$ cat config.mk
export PLATFORM = sky130hd
export DESIGN_NAME = nasti_dma_mover_flat
export DESIGN_NICKNAME = d
export VERILOG_FILES = /design/src/rtl/dma_pkg.sv /design/src/rtl/nasti_channel.sv /design/src/rtl/dma_beat_fifo.sv /design/src/rtl/nasti_dma_mover.sv /design/src/flat_wrapper.sv
export SDC_FILE = /design/constraint.sdc
export NUM_CORES = 2
export LEC_CHECK = 0
export CAP_MARGIN = 20
export CORE_AREA = 5 5 228 452
export DETAILED_ROUTE_END_ITERATION = 10
export DIE_AREA = 0 0 233 457
export PLACE_DENSITY_LB_ADDON = 0.25
export SLEW_MARGIN = 25
export SYNTH_ARGS = -nofsm -noshare
export SYNTH_HDL_FRONTEND = slang
export SYNTH_SLANG_ARGS = --single-unit
$ cat constraint.sdc
create_clock -name aclk -period 10.9 [get_ports aclk]
set_input_delay 3.27 -clock aclk [delete_from_list [all_inputs] [get_ports aclk]]
set_output_delay 3.27 -clock aclk [all_outputs]
set_load 0.01 [all_outputs]
$ cat src/rtl/dma_pkg.sv
// Shared types and helpers for the NASTI burst data mover: FSM state encoding,
// NASTI response/burst constants and the burst-length planner.
package dma_pkg;

  typedef enum logic [2:0] {
    ST_IDLE,
    ST_RD_ADDR,
    ST_RD_DATA,
    ST_WR_ADDR,
    ST_WR_DATA,
    ST_WR_RESP
  } dma_state_t;

  localparam logic [1:0] NASTI_RESP_OKAY = 2'b00;
  localparam logic [1:0] BURST_INCR      = 2'b01;

  // Beats for the next burst: capped by max_burst, remaining data and the 4KB page of both ends.
  function automatic logic [8:0] burst_beats(input logic [63:0] src, input logic [63:0] dst,
                                             input logic [63:0] rem, input int unsigned max_burst,
                                             input int unsigned size_log2);
    logic [63:0] lim;
    logic [63:0] s_lim;
    logic [63:0] d_lim;
    logic [63:0] r_lim;
    r_lim = rem >> size_log2;
    s_lim = (64'h1000 - (src & 64'hFFF)) >> size_log2;
    d_lim = (64'h1000 - (dst & 64'hFFF)) >> size_log2;
    lim   = 64'(max_burst);
    if (r_lim < lim) lim = r_lim;
    if (s_lim < lim) lim = s_lim;
    if (d_lim < lim) lim = d_lim;
    return (lim > 64'd256) ? 9'd256 : lim[8:0];
  endfunction

endpackage

$ cat src/rtl/nasti_channel.sv
// NASTI (AXI4) channel bundle: AR/R/AW/W/B with master and slave views.
interface nasti_channel #(
  parameter int ADDR_WIDTH = 64,
  parameter int DATA_WIDTH = 64,
  parameter int ID_WIDTH   = 1
);
  logic                    arvalid, arready;
  logic [ADDR_WIDTH-1:0]   araddr;
  logic [7:0]              arlen;
  logic [2:0]              arsize, arprot;
  logic [1:0]              arburst;
  logic [ID_WIDTH-1:0]     arid;
  logic [3:0]              arcache, arqos, arregion;
  logic                    aruser;

  logic                    rvalid, rready, rlast;
  logic [DATA_WIDTH-1:0]   rdata;
  logic [1:0]              rresp;
  logic [ID_WIDTH-1:0]     rid;

  logic                    awvalid, awready;
  logic [ADDR_WIDTH-1:0]   awaddr;
  logic [7:0]              awlen;
  logic [2:0]              awsize, awprot;
  logic [1:0]              awburst;
  logic [ID_WIDTH-1:0]     awid;
  logic [3:0]              awcache, awqos, awregion;
  logic                    awuser;

  logic                    wvalid, wready, wlast, wuser;
  logic [DATA_WIDTH-1:0]   wdata;
  logic [DATA_WIDTH/8-1:0] wstrb;

  logic                    bvalid, bready;
  logic [1:0]              bresp;
  logic [ID_WIDTH-1:0]     bid;

  modport master (
    output arvalid, araddr, arlen, arsize, arprot, arburst, arid, arcache, arqos, arregion, aruser,
    input  arready,
    input  rvalid, rlast, rdata, rresp, rid,
    output rready,
    output awvalid, awaddr, awlen, awsize, awprot, awburst, awid, awcache, awqos, awregion, awuser,
    input  awready,
    output wvalid, wlast, wuser, wdata, wstrb,
    input  wready,
    input  bvalid, bresp, bid,
    output bready
  );

  modport slave (
    input  arvalid, araddr, arlen, arsize, arprot, arburst, arid, arcache, arqos, arregion, aruser,
    output arready,
    output rvalid, rlast, rdata, rresp, rid,
    input  rready,
    input  awvalid, awaddr, awlen, awsize, awprot, awburst, awid, awcache, awqos, awregion, awuser,
    output awready,
    input  wvalid, wlast, wuser, wdata, wstrb,
    output wready,
    output bvalid, bresp, bid,
    input  bready
  );
endinterface

$ cat src/rtl/dma_beat_fifo.sv
// Show-ahead beat buffer between the read and write halves of a burst.
module dma_beat_fifo #(
  parameter int WIDTH = 64,
  parameter int DEPTH = 16
) (
  input  logic             aclk,
  input  logic             aresetn,
  input  logic             push,
  input  logic             pop,
  input  logic [WIDTH-1:0] din,
  output logic [WIDTH-1:0] dout,
  output logic             full,
  output logic             empty
);
  localparam int AW = (DEPTH > 1) ? $clog2(DEPTH) : 1;

  logic [WIDTH-1:0] mem [DEPTH];
  logic [AW-1:0]    wr_ptr, rd_ptr;
  logic [AW:0]      count;
  logic             do_push, do_pop;

  function automatic logic [AW-1:0] bump(input logic [AW-1:0] p);
    return (p == AW'(DEPTH - 1)) ? '0 : p + 1'b1;
  endfunction

  assign empty   = (count == '0);
  assign full    = (count == (AW + 1)'(DEPTH));
  assign do_pop  = pop & ~empty;
  assign do_push = push & (~full | do_pop);
  assign dout    = mem[rd_ptr];

  always_ff @(posedge aclk) begin
    if (do_push) mem[wr_ptr] <= din;
  end

  always_ff @(posedge aclk or negedge aresetn) begin
    if (!aresetn) begin
      wr_ptr <= '0;
      rd_ptr <= '0;
      count  <= '0;
    end else begin
      if (do_push) wr_ptr <= bump(wr_ptr);
      if (do_pop)  rd_ptr <= bump(rd_ptr);
      case ({do_push, do_pop})
        2'b10:   count <= count + 1'b1;
        2'b01:   count <= count - 1'b1;
        default: count <= count;
      endcase
    end
  end
endmodule

$ cat src/rtl/nasti_dma_mover.sv
// NASTI burst data mover: reads each burst into a local buffer, then writes it out.
// Define DMA_MOVER_ERR_EN to flag non-OKAY responses and beat-count errors on err.
module nasti_dma_mover
  import dma_pkg::*;
#(
  parameter int ADDR_WIDTH = 64,
  parameter int DATA_WIDTH = 64,
  parameter int MAX_BURST  = 16,
  parameter int ID_WIDTH   = 1
) (
  input  logic                  aclk,
  input  logic                  aresetn,
  input  logic                  en,
  input  logic [ADDR_WIDTH-1:0] src_addr,
  input  logic [ADDR_WIDTH-1:0] dest_addr,
  input  logic [ADDR_WIDTH-1:0] length,
  output logic                  done,
  output logic                  err,
  nasti_channel.master          m
);
  localparam int BYTES     = DATA_WIDTH / 8;
  localparam int SIZE_LOG2 = $clog2(BYTES);

  dma_state_t            state;
  logic [ADDR_WIDTH-1:0] src, dest, remaining;
  logic [ADDR_WIDTH-1:0] step, nxt_src, nxt_dest, nxt_rem;
  logic [8:0]            beats, rd_count, wr_count, plan_beats;
  logic                  arvalid_q, awvalid_q, rready_q, bready_q, done_q, err_q;
  logic                  push, pop, full, empty, wvalid, wlast, r_bad, b_bad;
  logic [DATA_WIDTH-1:0] fifo_dout;
  logic                  unused;

  assign step     = ADDR_WIDTH'(beats) << SIZE_LOG2;
  assign nxt_src  = src + step;
  assign nxt_dest = dest + step;
  assign nxt_rem  = remaining - step;

  // The planner sees the job inputs when starting, else the post-burst addresses.
  always_comb begin
    plan_beats = '0;
    if (state == ST_IDLE)
      plan_beats = burst_beats(src_addr, dest_addr, length, MAX_BURST, SIZE_LOG2);
    else
      plan_beats = burst_beats(nxt_src, nxt_dest, nxt_rem, MAX_BURST, SIZE_LOG2);
  end

  assign push   = rready_q & m.rvalid;
  assign wvalid = (state == ST_WR_DATA) & ~empty;
  assign pop    = wvalid & m.wready;
  assign wlast  = (wr_count == beats - 9'd1);

`ifdef DMA_MOVER_ERR_EN
  assign r_bad  = (m.rresp != NASTI_RESP_OKAY) | (m.rlast & ((rd_count + 9'd1) != beats));
  assign b_bad  = (m.bresp != NASTI_RESP_OKAY);
  assign unused = ^{m.rid, m.bid, full};
`else
  assign r_bad  = 1'b0;
  assign b_bad  = 1'b0;
  assign unused = ^{m.rid, m.bid, m.rresp, m.bresp, full};
`endif

  dma_beat_fifo #(.WIDTH(DATA_WIDTH), .DEPTH(MAX_BURST)) u_fifo (
    .aclk    (aclk),
    .aresetn (aresetn),
    .push    (push),
    .pop     (pop),
    .din     (m.rdata),
    .dout    (fifo_dout),
    .full    (full),
    .empty   (empty)
  );

  always_ff @(posedge aclk or negedge aresetn) begin
    if (!aresetn) begin
      state     <= ST_IDLE;
      src       <= '0;
      dest      <= '0;
      remaining <= '0;
      beats     <= '0;
      rd_count  <= '0;
      wr_count  <= '0;
      arvalid_q <= 1'b0;
      awvalid_q <= 1'b0;
      rready_q  <= 1'b0;
      bready_q  <= 1'b0;
      done_q    <= 1'b1;
      err_q     <= 1'b0;
    end else begin
      case (state)
        ST_IDLE: begin
          // done low while idle only after a zero-length job; release it next cycle.
          if (!done_q) begin
            done_q <= 1'b1;
          end else if (en) begin
            src       <= src_addr;
            dest      <= dest_addr;
            remaining <= length;
            beats     <= plan_beats;
            done_q    <= 1'b0;
            err_q     <= 1'b0;
            if (length != '0) begin
              arvalid_q <= 1'b1;
              state     <= ST_RD_ADDR;
            end
          end
        end
        ST_RD_ADDR: if (m.arready) begin
          arvalid_q <= 1'b0;
          rready_q  <= 1'b1;
          rd_count  <= '0;
          state     <= ST_RD_DATA;
        end
        ST_RD_DATA: if (m.rvalid) begin
          rd_count <= rd_count + 9'd1;
          if (r_bad) err_q <= 1'b1;
          if (m.rlast) begin
            rready_q  <= 1'b0;
            awvalid_q <= 1'b1;
            state     <= ST_WR_ADDR;
          end
        end
        ST_WR_ADDR: if (m.awready) begin
          awvalid_q <= 1'b0;
          wr_count  <= '0;
          state     <= ST_WR_DATA;
        end
        ST_WR_DATA: if (pop) begin
          wr_count <= wr_count + 9'd1;
          if (wlast) begin
            bready_q <= 1'b1;
            state    <= ST_WR_RESP;
          end
        end
        ST_WR_RESP: if (m.bvalid) begin
          bready_q  <= 1'b0;
          src       <= nxt_src;
          dest      <= nxt_dest;
          remaining <= nxt_rem;
          if (b_bad) err_q <= 1'b1;
          if (nxt_rem == '0 || err_q || b_bad) begin
            done_q <= 1'b1;
            state  <= ST_IDLE;
          end else begin
            beats     <= plan_beats;
            arvalid_q <= 1'b1;
            state     <= ST_RD_ADDR;
          end
        end
        default: state <= ST_IDLE;
      endcase
    end
  end

  assign done = done_q;
  assign err  = err_q;

  assign m.arvalid  = arvalid_q;
  assign m.araddr   = src;
  assign m.arlen    = 8'(beats - 9'd1);
  assign m.arsize   = 3'(SIZE_LOG2);
  assign m.arburst  = BURST_INCR;
  assign m.arid     = '0;
  assign m.arprot   = '0;
  assign m.arcache  = '0;
  assign m.arqos    = '0;
  assign m.arregion = '0;
  assign m.aruser   = 1'b0;
  assign m.rready   = rready_q;

  assign m.awvalid  = awvalid_q;
  assign m.awaddr   = dest;
  assign m.awlen    = 8'(beats - 9'd1);
  assign m.awsize   = 3'(SIZE_LOG2);
  assign m.awburst  = BURST_INCR;
  assign m.awid     = '0;
  assign m.awprot   = '0;
  assign m.awcache  = '0;
  assign m.awqos    = '0;
  assign m.awregion = '0;
  assign m.awuser   = 1'b0;

  assign m.wvalid   = wvalid;
  assign m.wdata    = fifo_dout;
  assign m.wstrb    = '1;
  assign m.wlast    = wlast;
  assign m.wuser    = 1'b0;
  assign m.bready   = bready_q;
endmodule
$ cat src/flat_wrapper.sv
// flat-port wrapper written by rule: the top's interface ports become plain ports
module nasti_dma_mover_flat import dma_pkg::*;
#(
  parameter int ADDR_WIDTH = 64,
  parameter int DATA_WIDTH = 64,
  parameter int MAX_BURST  = 16,
  parameter int ID_WIDTH   = 1
)
  (aclk, aresetn, en, src_addr, dest_addr, length, done, err, m_arvalid, m_araddr, m_arlen, m_arsize, m_arprot, m_arburst, m_arid, m_arcache, m_arqos, m_arregion, m_aruser, m_arready, m_rvalid, m_rlast, m_rdata, m_rresp, m_rid, m_rready, m_awvalid, m_awaddr, m_awlen, m_awsize, m_awprot, m_awburst, m_awid, m_awcache, m_awqos, m_awregion, m_awuser, m_awready, m_wvalid, m_wlast, m_wuser, m_wdata, m_wstrb, m_wready, m_bvalid, m_bresp, m_bid, m_bready);
  nasti_channel #(.ADDR_WIDTH(ADDR_WIDTH), .DATA_WIDTH(DATA_WIDTH), .ID_WIDTH(ID_WIDTH)) m_i ();
  input  logic aclk;
  input  logic aresetn;
  input  logic en;
  input  logic [ADDR_WIDTH-1:0] src_addr;
  input  logic [ADDR_WIDTH-1:0] dest_addr;
  input  logic [ADDR_WIDTH-1:0] length;
  output logic done;
  output logic err;
  output wire logic [$bits(m_i.arvalid)-1:0] m_arvalid;
  output wire logic [$bits(m_i.araddr)-1:0] m_araddr;
  output wire logic [$bits(m_i.arlen)-1:0] m_arlen;
  output wire logic [$bits(m_i.arsize)-1:0] m_arsize;
  output wire logic [$bits(m_i.arprot)-1:0] m_arprot;
  output wire logic [$bits(m_i.arburst)-1:0] m_arburst;
  output wire logic [$bits(m_i.arid)-1:0] m_arid;
  output wire logic [$bits(m_i.arcache)-1:0] m_arcache;
  output wire logic [$bits(m_i.arqos)-1:0] m_arqos;
  output wire logic [$bits(m_i.arregion)-1:0] m_arregion;
  output wire logic [$bits(m_i.aruser)-1:0] m_aruser;
  input wire logic [$bits(m_i.arready)-1:0] m_arready;
  input wire logic [$bits(m_i.rvalid)-1:0] m_rvalid;
  input wire logic [$bits(m_i.rlast)-1:0] m_rlast;
  input wire logic [$bits(m_i.rdata)-1:0] m_rdata;
  input wire logic [$bits(m_i.rresp)-1:0] m_rresp;
  input wire logic [$bits(m_i.rid)-1:0] m_rid;
  output wire logic [$bits(m_i.rready)-1:0] m_rready;
  output wire logic [$bits(m_i.awvalid)-1:0] m_awvalid;
  output wire logic [$bits(m_i.awaddr)-1:0] m_awaddr;
  output wire logic [$bits(m_i.awlen)-1:0] m_awlen;
  output wire logic [$bits(m_i.awsize)-1:0] m_awsize;
  output wire logic [$bits(m_i.awprot)-1:0] m_awprot;
  output wire logic [$bits(m_i.awburst)-1:0] m_awburst;
  output wire logic [$bits(m_i.awid)-1:0] m_awid;
  output wire logic [$bits(m_i.awcache)-1:0] m_awcache;
  output wire logic [$bits(m_i.awqos)-1:0] m_awqos;
  output wire logic [$bits(m_i.awregion)-1:0] m_awregion;
  output wire logic [$bits(m_i.awuser)-1:0] m_awuser;
  input wire logic [$bits(m_i.awready)-1:0] m_awready;
  output wire logic [$bits(m_i.wvalid)-1:0] m_wvalid;
  output wire logic [$bits(m_i.wlast)-1:0] m_wlast;
  output wire logic [$bits(m_i.wuser)-1:0] m_wuser;
  output wire logic [$bits(m_i.wdata)-1:0] m_wdata;
  output wire logic [$bits(m_i.wstrb)-1:0] m_wstrb;
  input wire logic [$bits(m_i.wready)-1:0] m_wready;
  input wire logic [$bits(m_i.bvalid)-1:0] m_bvalid;
  input wire logic [$bits(m_i.bresp)-1:0] m_bresp;
  input wire logic [$bits(m_i.bid)-1:0] m_bid;
  output wire logic [$bits(m_i.bready)-1:0] m_bready;
  assign m_arvalid = m_i.arvalid;
  assign m_araddr = m_i.araddr;
  assign m_arlen = m_i.arlen;
  assign m_arsize = m_i.arsize;
  assign m_arprot = m_i.arprot;
  assign m_arburst = m_i.arburst;
  assign m_arid = m_i.arid;
  assign m_arcache = m_i.arcache;
  assign m_arqos = m_i.arqos;
  assign m_arregion = m_i.arregion;
  assign m_aruser = m_i.aruser;
  assign m_i.arready = m_arready;
  assign m_i.rvalid = m_rvalid;
  assign m_i.rlast = m_rlast;
  assign m_i.rdata = m_rdata;
  assign m_i.rresp = m_rresp;
  assign m_i.rid = m_rid;
  assign m_rready = m_i.rready;
  assign m_awvalid = m_i.awvalid;
  assign m_awaddr = m_i.awaddr;
  assign m_awlen = m_i.awlen;
  assign m_awsize = m_i.awsize;
  assign m_awprot = m_i.awprot;
  assign m_awburst = m_i.awburst;
  assign m_awid = m_i.awid;
  assign m_awcache = m_i.awcache;
  assign m_awqos = m_i.awqos;
  assign m_awregion = m_i.awregion;
  assign m_awuser = m_i.awuser;
  assign m_i.awready = m_awready;
  assign m_wvalid = m_i.wvalid;
  assign m_wlast = m_i.wlast;
  assign m_wuser = m_i.wuser;
  assign m_wdata = m_i.wdata;
  assign m_wstrb = m_i.wstrb;
  assign m_i.wready = m_wready;
  assign m_i.bvalid = m_bvalid;
  assign m_i.bresp = m_bresp;
  assign m_i.bid = m_bid;
  assign m_bready = m_i.bready;
  nasti_dma_mover #(.ADDR_WIDTH(ADDR_WIDTH), .DATA_WIDTH(DATA_WIDTH), .MAX_BURST(MAX_BURST), .ID_WIDTH(ID_WIDTH)) u_core (.aclk(aclk), .aresetn(aresetn), .en(en), .src_addr(src_addr), .dest_addr(dest_addr), .length(length), .done(done), .err(err), .m(m_i));
endmodule
==> impl_metrics.csv <==
group,metric,value,unit
timing,finClkSkew,0.0455,ns
logic_synthesis,ys_seq_elements,1255,
logic_synthesis,synth_edf_count,1024,
logic_synthesis,synth_top_area_share,0.538,
cts,cts_tree,"done",
cts,clock-sinks,1255,
timing,setup_viol,0,
outcome,status,"completed",
timing,fin_crit_sh,0.932,
layout,multi_input_area,0.0193,mm^2
logic_synthesis,async_reset_ff_frac,0.184,
layout,layout.area.seq,0.0365,mm^2
detailed_routing,finalWirelength,170,mm
logic_synthesis,ys_seq_area_frac,0.640,
layout,final_core_util,0.671,
logic_synthesis,synth_area,0.0571,mm^2
detailed_routing,drc,0,
timing,fin_crit,10.16,ns
cts,cts_setup_buffers,0,
run,drv_cap,0,
logic_synthesis,yosys-top-cells-count,"1024 x edfxtp_1, 320 x mux4_2, 259 x nand2_1, 258 x a21oi_1, 230 x dfrtp_1",
hold_path,hold_path.class,"flop to flop",
die,die_area,0.106,mm^2
layout,final_layout_size_suffix_gt1_frac,0.142,
critical_path,required,11.50,ns
placed_design,place_hpwl,105,mm
die,rows,164,
timing,max_freq,98.4,MHz
cts,clockRootBuffer,"clkbuf_16",
timing,postLayoutSetupSlackWorst,0.739,ns
global_route,grt_pass1_vias,37700,
global_route,grt_max_degree,213,
critical_path,path_class,"flop to flop",
cts,clk_path_buf_depth,3,
timing,maxSlewViolCount,0,
layout,design_area,0.0666,mm^2
detailed_routing,ant_nets,0,
detailed_routing,vias,37800,
timing,setup_tns,0,ns
logic_synthesis,yosys.area.top_type,"edfxtp_1",
critical_path,crit_slowest_cell,"or4_1",
timing,hold_viol,0,
logic_synthesis,yosys-top-cells-area,"edfxtp_1 54%, mux4_2 13%, dfrtp_1 10%",
pwr,max-vdd-ir-drop,0.231,mV
timing,rsz0062_at_grt,"false",
critical_path,cp-start-kind,"flop",
die,initial_core_util,0.575,
detailed_routing,avgViaCountPerCell,6.63,
layout,nNetsFinal,4629,
pwr,p_per_area,181,mW/mm^2
detailed_routing,wire_per_inst,29.8,um
critical_path,cp-end-kind,"flop",
logic_synthesis,yosys_warnings,0,
timing,tightest_slew,1.04,ns
logic_synthesis,synthCells,3865,
layout,syn_to_final_growth,16.7,%
timing,max-slew-margin-rel,0.306,
pwr,cellLeakagePower,22.8,nW
placed_design,dp_slack,0.792,ns
logic_synthesis,ys.flop_type,"edfxtp_1",
critical_path,crit_arrival,10.76,ns
placed_design,portBuffers,479,
placed_design,postPlaceCellArea,0.0630,mm^2
timing,whs,0.488,ns
critical_path,slowest_delay,0.71,ns
layout,nFillCells,6906,
detailed_routing,detail_route.first_pass.iterations,6,
detailed_routing,drtIter0Drc,4617,
cts,clock_latency,0.73,ns
global_route,grt_overflow_total,0,
cts,cts-buffers-inserted,104,
global_route,grt_pass1_wl,250,mm
logic_synthesis,netlist-cell-type-count,102,
die,ioPinCount,540,
global_route,antenna_found_initial,17,
logic_synthesis,synth_most_common_cell,"edfxtp_1",
cts,cts.repair.resized,0,
cts,clk_pin_slew,0.07,ns
cts,postCtsHoldBufs,0,
die,core_area,0.0993,mm^2
critical_path,cp_max_fo,14,
global_route,gr-usage-all-layers,0.315,
placed_design,gp_congestion,0.956,
die,die_h,457,um
die,dieWidth,233,um
cts,h-tree-depth,3,
logic_synthesis,synth.avg_cell_area,14.8,um^2
[per-layer routing]
| layer | share of wire | wire [um] | track usage | up-vias |
|---|---|---|---|---|
| met5 | 0.00065 | 111 | 0 | - |
| met4 | 0.033 | 5650 | 0.0981 | 14 |
| met3 | 0.10 | 17100 | 0.0701 | 314 |
| met2 | 0.49 | 83500 | 0.512 | 2249 |
| met1 | 0.37 | 63600 | 0.433 | 19200 |
| li1 | - | - | - | 16000 |
[cell families after synthesis]
logic type | synth area share
AO/OA/AOI/OAI | 0.0841
XOR/XNOR | 0.0147
adder cells (fa/ha/maj) | 0.0174
buffers and inverters | 0.0283
flip-flops | 0.640
multiplexers | 0.131
other | 0.000132
AND/OR/NAND/NOR | 0.0851
[per-stage QoR]
| step | power [mW] | instances |
|---|---|---|
| floorplan | 7.09 | 3927 |
| global placement | 8.14 | 5501 |
| detailed placement | 8.18 | 5502 |
| CTS | 12.1 | 5698 |
| global route | 12.5 | 5700 |
| finish | 12.0 | 5707 |
[critical path: cells and delay by family (launching register included)]
kind	cells	cell delay [ns]
AOI/OAI and AO/OA	12	3.61
xor gates and xnor gates	1	0.40
adders and majority gates	3	1.01
buffers and inverters	3	0.53
DFF	1	0.56
muxes	1	0.40
and+or+nand+nor	11	3.53
[report_power, final]
part	total (mW)	switching (mW)	internal, mW
clock	3.94	1.78	2.17
sequential	5.37	0.155	5.21
combinational	2.73	1.22	1.51
[worst paths after layout]
kind                            slack [ns]                 from                   to  cells past startpoint
worst max-delay path                  0.74      u_core.beats[8]      u_core.beats[5]                     31
worst min-delay path                  0.49  u_core.remaining[0]  u_core.remaining[0]                      2
worst max register to register        0.74      u_core.beats[8]      u_core.beats[5]                     31
worst min register to register        0.49  u_core.remaining[0]  u_core.remaining[0]                      2
max in group asynchronous             6.99              aresetn  u_core.m.awaddr[30]                      2
min in group asynchronous             2.58              aresetn   u_core.m.araddr[7]                      1
[cell type report]
type	instances	area share
well taps	1328	0.0249
flip-flops and latches	1255	0.549
repair buffers	525	0.0788
inverters	79	0.00445
clock buffers	130	0.0419
clock inverters	66	0.0119
multi-input cells	2316	0.289
diodes	8	0.000300
[cells in the final DEF (no fill, tap or decap), drive strengths merged, types with 61 or more instances in the layout]
cell type and n:
edfxtp 1024, a21oi 258, conb 64, ha 73, xnor2 61, clkbuf 130
nand4 66, nand2 259, clkdlybuf4s50 478, o21ai 183, inv 80, mux4 320
nor4 62, nor2 227, dfrtp 230, nand3 96, nor3 72
[sequential cells by signal, summed over array words and instances, names as in the netlist]
name / cells
u_core.beats: 9
u_core.done: 1
u_core.m.araddr: 64
u_core.m.arvalid: 1
u_core.m.awaddr: 64
u_core.m.awvalid: 1
u_core.m.bready: 1
u_core.m.rready: 1
u_core.remaining: 64
u_core.state: 3
u_core.u_fifo.count: 5
u_core.u_fifo.mem: 1024
u_core.u_fifo.rd_ptr: 4
u_core.u_fifo.wr_ptr: 4
u_core.wr_count: 9
(Power assumes the default switching activity.)
